[src/rtl/ser_mer_monitor.sv]
// Symbol-error / squared-error monitor that finds the tx->rx symbol latency, then measures SER/MER.
// Optional feature macro: SER_SQ_ERR_EN builds the err_in^2 multiplier and sq_err_sum accumulator.
module ser_mer_monitor #(
    parameter int unsigned BPS          = 2,
    parameter int unsigned MAX_DELAY    = 15,
    parameter int unsigned ALIGN_WIN    = 64,
    parameter int unsigned ALIGN_THRESH = 2,
    parameter int unsigned WIN_LOG2     = 20,
    parameter int unsigned EW           = 18,
    localparam int unsigned DW = (MAX_DELAY > 0) ? $clog2(MAX_DELAY + 1) : 1,
    localparam int unsigned CW = WIN_LOG2 + 1,
    localparam int unsigned SW = 2 * EW + WIN_LOG2 - 1
) (
    input  logic                 clk,
    input  logic                 reset,
    input  logic                 sym_clk_en,
    input  logic                 start,
    input  logic [BPS-1:0]       tx_sym,
    input  logic [BPS-1:0]       rx_sym,
    input  logic signed [EW-1:0] err_in,
    output logic [1:0]           state,
    output logic [DW-1:0]        delay_sel,
    output logic                 locked,
    output logic                 align_fail,
    output logic                 sym_correct,
    output logic                 sym_error,
    output logic                 meas_done,
    output logic [CW-1:0]        err_count,
    output logic [SW-1:0]        sq_err_sum
);

    localparam int unsigned ACW = $clog2(ALIGN_WIN + 1);
    localparam int unsigned SCW = (ACW > CW) ? ACW : CW;
    localparam logic [SCW-1:0] ALIGN_LAST = SCW'(ALIGN_WIN - 1);
    localparam logic [SCW-1:0] MEAS_LAST  = SCW'((64'd1 << WIN_LOG2) - 64'd1);

    typedef enum logic [1:0] {
        S_IDLE  = 2'd0,
        S_ALIGN = 2'd1,
        S_MEAS  = 2'd2,
        S_DONE  = 2'd3
    } state_t;

    state_t         st;
    logic [SCW-1:0] sym_cnt;
    logic [ACW-1:0] miss_cnt;
    logic [ACW-1:0] miss_next;
    logic           fin;
    logic           mismatch;
    logic [BPS-1:0] tap [MAX_DELAY+1];

    // Transmit history; runs in every state so a delay change needs no refill.
    always_ff @(posedge clk) begin
        if (sym_clk_en) begin
            tap[0] <= tx_sym;
            for (int k = 1; k <= int'(MAX_DELAY); k++) begin
                tap[k] <= tap[k-1];
            end
        end
    end

    assign mismatch  = (tap[delay_sel] != rx_sym);
    assign miss_next = miss_cnt + ACW'(mismatch);
    assign state     = st;

    // Control FSM with its counters and result registers.
    always_ff @(posedge clk) begin
        if (reset) begin
            st          <= S_IDLE;
            delay_sel   <= '0;
            locked      <= 1'b0;
            align_fail  <= 1'b0;
            sym_correct <= 1'b0;
            sym_error   <= 1'b0;
            meas_done   <= 1'b0;
            err_count   <= '0;
            sym_cnt     <= '0;
            miss_cnt    <= '0;
            fin         <= 1'b0;
        end else begin
            sym_correct <= 1'b0;
            sym_error   <= 1'b0;
            meas_done   <= 1'b0;
            case (st)
                S_IDLE, S_DONE: begin
                    if (start) begin
                        delay_sel  <= '0;
                        locked     <= 1'b0;
                        align_fail <= 1'b0;
                        err_count  <= '0;
                        sym_cnt    <= '0;
                        miss_cnt   <= '0;
                        fin        <= 1'b0;
                        st         <= S_ALIGN;
                    end
                end
                S_ALIGN: begin
                    if (sym_clk_en) begin
                        sym_correct <= ~mismatch;
                        sym_error   <= mismatch;
                        if (sym_cnt == ALIGN_LAST) begin
                            sym_cnt  <= '0;
                            miss_cnt <= '0;
                            if (32'(miss_next) <= ALIGN_THRESH) begin
                                locked <= 1'b1;
                                st     <= S_MEAS;
                            end else if (32'(delay_sel) == MAX_DELAY) begin
                                align_fail <= 1'b1;
                                st         <= S_DONE;
                            end else begin
                                delay_sel <= delay_sel + DW'(1);
                            end
                        end else begin
                            sym_cnt  <= sym_cnt + SCW'(1);
                            miss_cnt <= miss_next;
                        end
                    end
                end
                S_MEAS: begin
                    // fin delays meas_done one clk past the final accumulate
                    if (fin) begin
                        fin       <= 1'b0;
                        meas_done <= 1'b1;
                        st        <= S_DONE;
                    end else if (sym_clk_en) begin
                        sym_correct <= ~mismatch;
                        sym_error   <= mismatch;
                        err_count   <= err_count + CW'(mismatch);
                        sym_cnt     <= sym_cnt + SCW'(1);
                        if (sym_cnt == MEAS_LAST) begin
                            fin <= 1'b1;
                        end
                    end
                end
                default: st <= S_IDLE;
            endcase
        end
    end

`ifdef SER_SQ_ERR_EN
    logic signed [2*EW-1:0] sq_prod;
    logic [SW-1:0]          sq_acc;

    // Square is never negative, so its bit pattern is the unsigned magnitude.
    assign sq_prod = err_in * err_in;

    always_ff @(posedge clk) begin
        if (reset) begin
            sq_acc <= '0;
        end else if ((st == S_IDLE || st == S_DONE) && start) begin
            sq_acc <= '0;
        end else if (st == S_MEAS && !fin && sym_clk_en) begin
            sq_acc <= sq_acc + SW'($unsigned(sq_prod));
        end
    end

    assign sq_err_sum = sq_acc;
`else
    logic unused_err_in;

    assign unused_err_in = ^err_in;
    assign sq_err_sum    = '0;
`endif

endmodule

[config.mk]
export PLATFORM = sky130hd
export DESIGN_NAME = ser_mer_monitor
export DESIGN_NICKNAME = d
export VERILOG_FILES = /design/src/rtl/ser_mer_monitor.sv
export SDC_FILE = /design/constraint.sdc
export NUM_CORES = 1
export LEC_CHECK = 0
export CORE_MARGIN = 10
export CORE_UTILIZATION = 35
export DETAILED_ROUTE_END_ITERATION = 8
export PLACE_DENSITY = 0.59
export SETUP_SLACK_MARGIN = 0.5
export SLEW_MARGIN = 20
export SYNTH_ARGS = -nofsm -noshare
export SYNTH_HDL_FRONTEND = slang
export SYNTH_SLANG_ARGS = --single-unit
export TNS_END_PERCENT = 1
[constraint.sdc]
create_clock -name clk -period 4.7 [get_ports clk]
set_input_delay 0.47 -clock clk [delete_from_list [all_inputs] [get_ports clk]]
set_output_delay 0.47 -clock clk [all_outputs]
set_load 0.01 [all_outputs]
==> results of run 1 <==
## state kept, by name, indices dropped and copies added, names as in the netlist, named ones only
name / cells
miss_cnt: 7
meas_done: 1
sym_cnt: 21
delay_sel: 4
sym_error: 1
fin: 1
sym_correct: 1
state: 2
tap: 32
locked: 1
align_fail: 1
err_count: 21
## metrics by stage
| stage | area [um2] | hold slack, ns | instances | setup slack (ns) | utilization [%] |
|---|---|---|---|---|---|
| 4_1_cts | 5672 | 0.4471 | 728 | 0.5388 | 40.55 |
| 2_1_floorplan | 5225 | 0.4207 | 560 | 0.7503 | - |
| 6_report | 5698 | 0.4464 | 730 | 0.7345 | 40.73 |
| 5_1_grt | 5698 | 0.4522 | 730 | 0.5750 | 40.73 |
| 3_3_place_gp | 5396 | 0.4264 | 712 | 0.4885 | 38.58 |
| 3_5_place_dp | 5396 | 0.4315 | 712 | 0.4509 | 38.58 |
## logic make-up (layout without fill, tap and decap cells)
| group | after synthesis | in the layout | synth area share [%] |
|---|---|---|---|
| muxes | 16 | 16 | 5.207 |
| xor gates and xnor gates | 34 | 34 | 5.929 |
| DFF | 97 | 97 | 45.04 |
| AOI/OAI and AO/OA | 67 | 67 | 9.193 |
| and+or+nand+nor | 196 | 196 | 21.60 |
| other | 1 | 55 | 0.07467 |
| buffers and inverters | 86 | 76 | 10.71 |
| adders and majority gates | 9 | 9 | 2.242 |
## per-layer routing
| layer | global-route usage, % | up-vias | part of all wire [%] |
|---|---|---|---|
| li1 | - | 1816 | - |
| met1 | 14.42 | 1756 | 48 |
| met2 | 17.07 | 99 | 46 |
| met3 | 3.539 | 8 | 4.7 |
| met4 | 4.674 | 0 | 1.1 |
| met5 | 0 | - | 0 |
## synth_stat cells, types with 5 or more instances
| cell | count |
|---|---|
| nand2_1 | 28 |
| inv_1 | 13 |
| dfxtp_1 | 65 |
| a31oi_1 | 7 |
| xnor2_1 | 14 |
| buf_4 | 55 |
| or4_1 | 6 |
| xor2_1 | 20 |
| mux2i_1 | 7 |
| nand4_1 | 19 |
| or3_1 | 9 |
| and4_1 | 5 |
| nor4_1 | 14 |
| clkbuf_1 | 14 |
| ha_1 | 9 |
| mux4_2 | 8 |
| a21oi_1 | 21 |
| nor2_1 | 47 |
| o21ai_0 | 9 |
| nand3_1 | 27 |
| nand2b_1 | 9 |
| edfxtp_1 | 32 |
## repair_timing
item                                    in CTS  in global routing
pin swaps                                    0                  2
setup buffers                                0                  2
endpoints found under the setup margin       3                 12
gates resized for setup                      2                  5
## layout make-up
cell class	count	area share, %
multi-input combinational	377	42.60
sequential	97	39.90
timing repair buffer	47	7.905
clock buffer	9	3.953
tap	180	3.953
inverter	13	0.8564
clock inverter	7	0.8344
## worst paths after layout
check	start	slack, ns	endpoint
setup / recovery	register	0.73	locked
hold reg to reg	tap[13][1]	0.45	tap[14][1]
setup reg to reg	register	0.73	locked
hold / removal	tap[13][1]	0.45	tap[14][1]
## power by group
part           switching (W)  leakage [nW]  internal [W]
sequential         0.0000256         0.840      0.000901
clock               0.000312         0.133      0.000357
combinational       0.000332         0.945      0.000149
total               0.000670          1.92       0.00141
==> flow_summary_export.csv, run 1 <==
group,metric,value,unit
timing,slew_headroom,54.70,%
clock_network,clkTransAtPathRegs,0.07,ns
route,first_iter_violations,237,
worst_setup_path,endpoint_kind,"register",
final_layout,final_cell_mix,"dfxtp_1, conb_1, nor2_1",
global_route,grt_max_degree,37,
worst_setup_path,cp_top_family,"simple AND/OR/NAND/NOR gates",
power,vdd_drop_max,0.0001871,V
global_route,antenna_found_initial,0,
worst_setup_path,crit_arrival,4.25,ns
die,core,0.01399,mm2
route,drc,0,
die,std_cell_rows,43,
final_layout,nFillCells,1389,
route,drt_pre_antenna_iters,4,
synthesis,synth_top_area_cell,"dfxtp_1",
worst_setup_path,worstPathCellList,"mux4_2 -> mux2i_1 -> xor2_1 -> nor2_1 -> or3_1 -> ha_1 -> ha_2 -> xor2_1 -> or4_4 -> a2111o_1 -> or3_1 -> a21oi_1",
global_route,grt_overflow,0,
status,status,"completed",
die,die_y,139.8,um
timing,period_share,84.37,%
route,drt-vias-per-instance,5.040,
timing,skew,0.007097,ns
final_layout,drive_gt1_share,9.455,%
clock_network,ctsHoldBuffers,0,
global_route,track_usage,11.26,%
final_layout,ff_latch_area,0.002273,mm2
synthesis,synth_top_area_share,25.91,%
route,wirelength,11090,um
final_layout,antennaDiodeCount,0,
worst_setup_path,cp.depth,12,
synthesis,yosys.cell_types.count,63,
worst_setup_path,cp-start-kind,"register",
synthesis,yosys_warnings,0,
route,vias,3679,
clock_network,cts_tree,"yes",
placement,io_buffers,39,
timing,tns,0,ns
power,power_density,364.4,mW/mm2
worst_hold_path,holdPathStages,0,
clock_network,clkLatencyLatePin,0.35,ns
synthesis,yosys_register_bits,97,
route,ant_nets,0,
synthesis,ys_seq_area_share,45.04,%
final_layout,final_common_cell,"dfxtp_1",
clock_network,cts_buffers,9,
power,leakagePower,1.918,nW
synthesis,syn_inst,506,
synthesis,synthesis.area,0.005022,mm2
clock_network,clock_sinks,97,
worst_setup_path,slowest_delay,0.51,ns
die,io_pins,113,
job,cap_violations,0,
timing,period_minus_slack,3.965,ns
final_layout,multi_input_area,0.002427,mm2
worst_setup_path,cp_max_fo,8,
placement,hpwl,8015,um
timing,setup_violations,0,
final_layout,synthToLayoutAreaGrowth,13.45,%
worst_setup_path,r2r_cells,12,
clock_network,clock_path_buffers,2,
clock_network,cts_max_level,3,
die,die-area,0.01954,mm2
global_route,grt_first_pass_wirelength,18380,um
global_route,grt_pass1_vias,3613,
worst_hold_path,hold_path_class,"reg -> reg",
clock_network,root_buffer,"clkbuf_16",
timing,clock.fmax,0.2522,GHz
timing,worst_pin_slew,0.6775,ns
final_layout,layout.nets,580,
worst_setup_path,crit_type,"reg -> reg",
synthesis,synth-main-ff-cell,"dfxtp_1",
worst_setup_path,crit_path_top_delay_cell,"mux4_2",
synthesis,syn_avg_cell_area,9.926,um2
timing,rsz0062_at_grt,"no",
die,start_util,35.90,%
worst_setup_path,required,4.98,ns
placement,place_congestion,0.8263,
route,drt-wirelength-per-cell,15.19,um
synthesis,synth_edf_count,32,
die,die_width,139.8,um
timing,slew_viol_final,0,
synthesis,async_flop_share,0,%
power,power.total,0.002076,W
timing,hold_violations,0,
synthesis,synthTopCellsByArea,"dfxtp_1, edfxtp_1, buf_4",
worst_setup_path,cp_num_buf_inv,0,
Power figures use the tool's default switching activity.
==> run 2, diff against run 1 <==
clock period = 3.8 ns   (was 4.7 ns; I/O delays follow)
==> run 2 against run 1 <==
  * Setup slack worse by 0.65 ns
  * Global-route usage is 0.28 points lower
  * Wire length up 0.95%
  * Via count is 1.4% higher
  * Sequential share of layout area shrank 1.1 points
  * Largest power group unchanged
  * Maximum frequency grew 6.6%
==> flow_summary_export.csv, run 2 (synthesis results as in run 1) <==
group,metric,value,unit
timing,slew_headroom,61.30,%
power,vdd_drop_max,0.0002516,V
final_layout,largest_register_ffs,32,
clock_network,clock_sinks,97,
placement,pre_cts_slack,0.05005,ns
route,drt-vias-per-instance,5.043,
timing,period_share,97.87,%
die,core,0.01399,mm2
placement,io_buffers,39,
route,drt_pre_antenna_iters,5,
global_route,grt_pass1_vias,3555,
timing,slew_viol_final,0,
global_route,grt_overflow,0,
clock_network,cts_tree,"yes",
placement,dpl_cell_area,0.005517,mm2
route,drc,0,
final_layout,largest_registers,"tap: 32 flops, err_count: 21 flops, sym_cnt: 21 flops",
timing,setup_slack,0.08085,ns
worst_setup_path,slowest_delay,0.50,ns
worst_setup_path,ff2ff_setup_slack,0.08,ns
timing,setup_violations,0,
final_layout,final_common_cell,"dfxtp_1",
worst_setup_path,worstPathCellList,"buf_4 -> mux4_2 -> mux2i_1 -> xnor2_1 -> and2_1 -> or3_4 -> ha_4 -> ha_4 -> xor2_1 -> or4_4 -> a2111o_1 -> or3_1 -> a21oi_1",
final_layout,final_cell_mix,"dfxtp_1, conb_1, nor2_1",
worst_setup_path,r2r_cells,13,
die,std_cell_rows,43,
clock_network,root_buffer,"clkbuf_16",
die,die-area,0.01954,mm2
worst_setup_path,cp.depth,13,
clock_network,clock_path_buffers,2,
timing,hold_violations,0,
global_route,grt_use_met1,14.01,%
route,ant_nets,0,
final_layout,postLayoutCoreUtil,41.72,%
worst_setup_path,endpoint_kind,"register",
clock_network,clkLatencyLatePin,0.35,ns
final_layout,nFillCells,1378,
route,drt-wirelength-per-cell,15.13,um
power,power.total,0.002667,W
timing,clock.fmax,0.2689,GHz
worst_setup_path,crit_type,"reg -> reg",
worst_setup_path,crit_arrival,4.00,ns
global_route,track_usage,10.98,%
route,vias,3732,
clock_network,ctsHoldBuffers,0,
worst_setup_path,crit_path_top_delay_cell,"mux4_2",
timing,rsz0062_at_grt,"yes",
die,io_pins,113,
worst_hold_path,holdPathStages,0,
global_route,antenna_found_initial,0,
worst_setup_path,cp_top_family,"simple AND/OR/NAND/NOR gates",
final_layout,layout.nets,590,
global_route,met3_usage,3.709,%
worst_setup_path,cp-start-kind,"register",
final_layout,synthToLayoutAreaGrowth,16.19,%
status,status,"completed",
route,first_iter_violations,328,
placement,place_congestion,0.8281,
die,die_width,139.8,um
power,power_density,457.0,mW/mm2
worst_setup_path,cp_common_cell,"ha_4",
worst_setup_path,cp_max_fo,3,
global_route,met2_usage,16.83,%
worst_setup_path,cp_num_buf_inv,1,
final_layout,drive_gt1_share,11.07,%
timing,hold_ws,0.4503,ns
global_route,grt_first_pass_wirelength,18000,um
clock_network,clkTransAtPathRegs,0.07,ns
power,leakagePower,1.983,nW
route,wirelength,11190,um
placement,hpwl,8088,um
timing,period_minus_slack,3.719,ns
final_layout,stdcell_area,0.005836,mm2
global_route,grt_max_degree,38,
clock_network,cts_buffers,9,
worst_hold_path,hold_path_class,"reg -> reg",
global_route,busiest_layer,"met2",
worst_setup_path,required,4.08,ns
timing,skew,0.009570,ns
timing,worst_pin_slew,0.5644,ns
final_layout,antennaDiodeCount,0,
job,cap_violations,0,
die,start_util,35.90,%
final_layout,largest_register,"tap",
die,die_y,139.8,um
clock_network,cts_max_level,3,
[run 2: cell types whose count changed in the layout (fill, tap and decap cells not counted), moves of 2 or more]
| cell | before | now |
|---|---|---|
| ha_4 | 0 | 2 |
| buf_4 | 8 | 17 |
| clkinv_2 | 2 | 0 |
| ha_1 | 8 | 6 |
| dfxtp_4 | 3 | 0 |
| dfxtp_1 | 62 | 65 |
[run 2: cell type report]
cell class / count / area [um2] / share of cell area (%)
multi-input combinational: 377 / 2470 / 42.32
sequential: 97 / 2262 / 38.76
timing repair buffer: 57 / 529.3 / 9.069
clock buffer: 11 / 264.0 / 4.524
tap: 180 / 225.2 / 3.859
inverter: 13 / 48.80 / 0.8362
clock inverter: 5 / 36.28 / 0.6218
[run 2: layer usage]
layer  routed length [um]  up-vias
met5                    0        -
met2                 5222      117
li1                     -     1831
met4                  157        0
met1                 5155     1774
met3                  657       10
[run 2: through the flow]
stage | setup TNS [ns] | instances
after floorplan | 0 | 560
after CTS | 0 | 740
after global routing | -0.2616 | 740
after global placement | 0 | 724
after detailed placement | 0 | 724
final | 0 | 740
[run 2: final timing paths]
path	endpoint	start
max	locked	register
min	tap[8][1]	tap[7][1]
max reg2reg	locked	register
min reg2reg	tap[8][1]	tap[7][1]
[run 2: repair_timing]
action,4_1_cts,5_1_grt
buffers inserted,0,0
gates cloned,0,0
resized for setup,0,3
setup endpoints to repair,12,21
pin swaps,1,4
[run 2: power by group]
group          internal, W  total (W)  switching (W)
clock network     0.000504   0.000898       0.000394
logic             0.000202   0.000617       0.000415
registers          0.00112    0.00115      0.0000348
total              0.00182    0.00267       0.000844
